<file path="src/rtl/multiplier_control.sv">
// Sequencer for an 8-bit add/shift multiplier: one ADD/SHIFT pair per multiplier bit, then holds the result.
// Define MULT_SKIP_ZERO_EN to fold the shift into ADD when the multiplier bit is zero (one cycle per zero bit).
module multiplier_control (
   input  logic Clk,
   input  logic Reset_n,
   input  logic Run,
   input  logic ClearA_LoadB,
   input  logic M,
   output logic Clr_Ld,
   output logic Ld_A,
   output logic Shift_En,
   output logic Fn,
   output logic Busy,
   output logic Done
);

   typedef enum logic [1:0] {
      IDLE  = 2'd0,
      ADD   = 2'd1,
      SHIFT = 2'd2,
      HOLD  = 2'd3
   } state_t;

   state_t     r_state;
   state_t     w_state_nxt;
   logic [2:0] r_cnt;
   logic [2:0] w_cnt_nxt;
   logic       w_last_bit;

   assign w_last_bit = (r_cnt == 3'd7);

   always_ff @(posedge Clk) begin
      if (!Reset_n) begin
         r_state <= IDLE;
         r_cnt   <= 3'd0;
      end else begin
         r_state <= w_state_nxt;
         r_cnt   <= w_cnt_nxt;
      end
   end

   always_comb begin
      w_state_nxt = r_state;
      w_cnt_nxt   = r_cnt;
      Clr_Ld      = 1'b0;
      Ld_A        = 1'b0;
      Shift_En    = 1'b0;
      Fn          = 1'b0;
      Busy        = 1'b0;
      Done        = 1'b0;
      case (r_state)
         IDLE: begin
            // Run wins over a simultaneous clear/load request.
            Clr_Ld = ClearA_LoadB & ~Run;
            if (Run) begin
               w_state_nxt = ADD;
               w_cnt_nxt   = 3'd0;
            end
         end
         ADD: begin
            Busy = 1'b1;
            Fn   = w_last_bit;
`ifdef MULT_SKIP_ZERO_EN
            if (M) begin
               Ld_A        = 1'b1;
               w_state_nxt = SHIFT;
            end else begin
               Shift_En = 1'b1;
               if (w_last_bit) begin
                  w_state_nxt = HOLD;
               end else begin
                  w_state_nxt = ADD;
                  w_cnt_nxt   = r_cnt + 3'd1;
               end
            end
`else
            Ld_A        = M;
            w_state_nxt = SHIFT;
`endif
         end
         SHIFT: begin
            Busy     = 1'b1;
            Shift_En = 1'b1;
            if (w_last_bit) begin
               w_state_nxt = HOLD;
            end else begin
               w_state_nxt = ADD;
               w_cnt_nxt   = r_cnt + 3'd1;
            end
         end
         HOLD: begin
            Done = 1'b1;
            // Wait for Run to drop so a held Run never retriggers.
            if (!Run) begin
               w_state_nxt = IDLE;
            end
         end
         default: begin
            w_state_nxt = IDLE;
            w_cnt_nxt   = 3'd0;
         end
      endcase
   end

endmodule

</file>
<file path="config.mk">
export PLATFORM = sky130hd
export DESIGN_NAME = multiplier_control
export DESIGN_NICKNAME = d
export VERILOG_FILES = /design/src/rtl/multiplier_control.sv
export SDC_FILE = /design/constraint.sdc
export NUM_CORES = 1
export LEC_CHECK = 0
export ABC_AREA = 1
export CAP_MARGIN = 20
export CELL_PAD_IN_SITES_DETAIL_PLACEMENT = 0
export CELL_PAD_IN_SITES_GLOBAL_PLACEMENT = 2
export CORE_MARGIN = 8
export CORE_UTILIZATION = 24
export DETAILED_ROUTE_END_ITERATION = 12
export PLACE_DENSITY_LB_ADDON = 0.1
export REMOVE_ABC_BUFFERS = 1
export SLEW_MARGIN = 20
export SYNTH_ARGS = -nofsm -noshare
export SYNTH_HDL_FRONTEND = slang
export SYNTH_SLANG_ARGS = --single-unit
export TNS_END_PERCENT = 30
</file>
<file path="constraint.sdc">
create_clock -name Clk -period 2.5 [get_ports Clk]
set_input_delay 0.5 -clock Clk [delete_from_list [all_inputs] [get_ports Clk]]
set_output_delay 0.5 -clock Clk [all_outputs]
set_load 0.005 [all_outputs]
</file>
==> results.py <==
metrics = {
    "sta": {
        "setup_viol": 0,
        "fin_crit_sh_pct": 87.24,
        "rsz0062_at_grt": "no",
        "worst_pin_slew_ns": 0.2492,
        "max_freq_ghz": 0.4585,
        "hold_viol": 0,
        "slew-limit-headroom_pct": 83.39,
        "clock_skew_ns": 0.004634,
        "period_needed_ns": 2.181,
        "drv_slew": 0,
        "finalSetupTns_ns": 0,
    },
    "clocking": {
        "cts_sinks": 5,
        "h-tree-depth": 1,
        "hold_buffers": 0,
        "root_buffer": "clkbuf_4",
        "clock_latency_ns": 0.24,
        "clockBufferDepth": 2,
        "clk_pin_slew_ns": 0.05,
        "cts_tree": "done",
        "cts_buffers": 3,
        "cts_resized": 0,
        "cts_setup_buffers": 0,
    },
    "drt": {
        "ant_nets": 0,
        "vias": 374,
        "wl_per_cell_um": 9.239,
        "drc": 0,
        "via_per_inst": 4.065,
        "first_pass_iters": 4,
        "routed_wl_um": 850,
        "drt-initial-drc-count": 5,
    },
    "placed_design": {
        "dp.cells": 88,
        "place.gp.congestion": 0.7037,
        "dp_hpwl_um": 689.6,
        "port_buffers": 10,
    },
    "floorplanning": {
        "core-area_um2": 1506,
        "die_w_um": 56.20,
        "row_count": 14,
        "die_h_um": 56.20,
        "start_util_pct": 25.75,
        "io_pins": 11,
        "dieArea_um2": 3158,
    },
    "layout": {
        "synthToLayoutAreaGrowth_pct": 37.74,
        "final_nets": 88,
        "diodes": 0,
        "stdcell_count": 92,
        "drive_gt1_share_pct": 9.211,
    },
    "synth": {
        "ys_ff_latch": 5,
        "synth_compound_area_share_pct": 2.581,
        "syn_avg_cell_area_um2": 6.256,
        "synthMuxAreaShare_pct": 0,
        "synth_top_family_by_area": "simple AND/OR/NAND/NOR gates",
        "synth-xor-area-share_pct": 0,
        "synthAdderAreaFrac_pct": 19.35,
        "ys_warn_count": 0,
        "synth_cells": 62,
        "syn_area_um2": 387.9,
        "ys_types": 12,
        "yosys.area_share.simple_pct": 37.74,
        "yosysSeqAreaShare_pct": 25.81,
    },
    "critical_path": {
        "max_stage_delay_ns": 0.50,
        "crit_buf_inv": 3,
        "crit_fanout": 6,
        "cp.depth": 5,
        "cp-end-kind": "output port",
        "crit_type": "in2out",
        "cp_top_family": "buffers and inverters",
        "worstPathCellList": "clkdlybuf4s50_1, inv_1, nand2_4, nor2_1, clkdlybuf4s50_1",
        "cp_slowest_cell": "clkdlybuf4s50_1",
        "required_ns": 2.00,
        "rrSetupSlack_ns": 1.18,
        "regToRegEndpoint": "r_cnt[1]",
        "cp.arrival_ns": 1.68,
        "cp_common_cell": "clkdlybuf4s50_1",
        "regToRegStartpoint": "r_state[0]",
        "worst_setup_path_start_kind": "input port",
        "worstRegToRegCells": 6,
    },
    "run_status": {
        "status": "finished clean",
    },
    "hold_path": {
        "hold_depth": 4,
        "hold_end": "r_cnt[2]",
        "hold_start": "r_cnt[2]",
        "hold_class": "reg2reg",
    },
    "power_and_ir_drop": {
        "p_leak_nw": 0.3095,
        "peakVddDrop_v": 0.0002834,
        "p_per_area_nw_per_um2": 855.9,
    },
    "run": {
        "max_cap_violations": 0,
    },
    "global_route": {
        "grt_pass1_vias": 382,
        "grt_usage_pct": 6.069,
        "gr-total-overflow": 0,
        "grt_antenna_before_repair": 0,
        "grt_pass1_wl_mm": 1.614,
        "grt_max_degree": 8,
    },
}
-- layer usage --
metal / routed length [um] / global-route usage, % / up-vias / part of all wire, %
met2: 309 / 8.558 / 11 / 36
li1: - / - / 209 / -
met5: 0 / 0 / - / 0
met1: 446 / 6.944 / 150 / 52
met4: 29 / 5.155 / 0 / 3.4
met3: 65 / 2.283 / 4 / 7.6
-- through the flow --
| step | area, um^2 | setup slack, ns | power [mW] | util, % | hold slack [ns] |
|---|---|---|---|---|---|
| after floorplan | 387.9 | 1.178 | 0.2868 | - | 0.4925 |
| after global placement | 508.0 | 0.3304 | 0.3789 | 33.72 | 0.5129 |
| after detailed placement | 508.0 | 0.3022 | 0.3685 | 33.72 | 0.5144 |
| after CTS | 534.3 | 0.3010 | 0.4672 | 35.47 | 0.5224 |
| after global routing | 534.3 | 0.2044 | 0.5154 | 35.47 | 0.5942 |
| final | 534.3 | 0.3190 | 0.4573 | 35.47 | 0.5207 |
-- cells by family (layout without fill, tap and decap cells) --
logic type | after synthesis | count (layout)
flops | 5 | 5
buf+inv | 15 | 29
simple gates | 34 | 34
fa+ha+maj | 6 | 6
compound gates | 2 | 2
-- cells in the final DEF, fill, tap and decap left out --
cell and n:
a21oi_1 1, clkbuf_1 1, clkbuf_4 3, clkdlybuf4s50_1 10, dfxtp_1 5, ha_1 6
inv_1 14, inv_2 1, nand2_1 20, nand2_2 1, nand2_4 1, nand3_1 2
nand3_2 1, nor2_1 9, o21ai_0 1
-- Yosys cell counts, drive strengths merged --
master | count | area (um^2)
a21oi | 1 | 5.000
nand3 | 3 | 20.02
nor2 | 9 | 33.78
nand2 | 22 | 92.59
o21ai | 1 | 5.000
inv | 15 | 56.30
ha | 6 | 75.07
dfxtp | 5 | 100.1
-- cell type report --
cell class / count / area, um^2
Fill cell: 168 / 972.2
Inverter: 15 / 56.30
Multi-Input combinational cell: 42 / 231.5
Timing Repair Buffer: 10 / 100.1
Sequential cell: 5 / 100.1
Clock buffer: 4 / 26.28
Tap cell: 16 / 20.02
-- worst max-delay path by stage --
stage | start | slack (ns) | endpoint
after global placement | Run | 0.33 | Clr_Ld
after floorplan | r_state[0] | 1.18 | Clr_Ld
after detailed placement | Run | 0.30 | Clr_Ld
after global routing | Run | 0.20 | Clr_Ld
final | Run | 0.32 | Clr_Ld
after CTS | Run | 0.30 | Clr_Ld
-- report_power, final --
group	switching (mW)	internal, mW
Combinational	0.128	0.108
Sequential	0.0200	0.107
Clock	0.0329	0.0603
Total	0.181	0.276
-- sequential cells by signal, indices dropped and copies added (netlist names) --
name,flops
r_cnt,3
r_state,2
-- worst min-delay path: stages, from the launching register on --
cell,delay [ns]
dfxtp_1,0.30
inv_1,0.05
nand2_1,0.05
nand2_1,0.05
nor2_1,0.03
No activity file was read; power rests on OpenSTA's default activity.
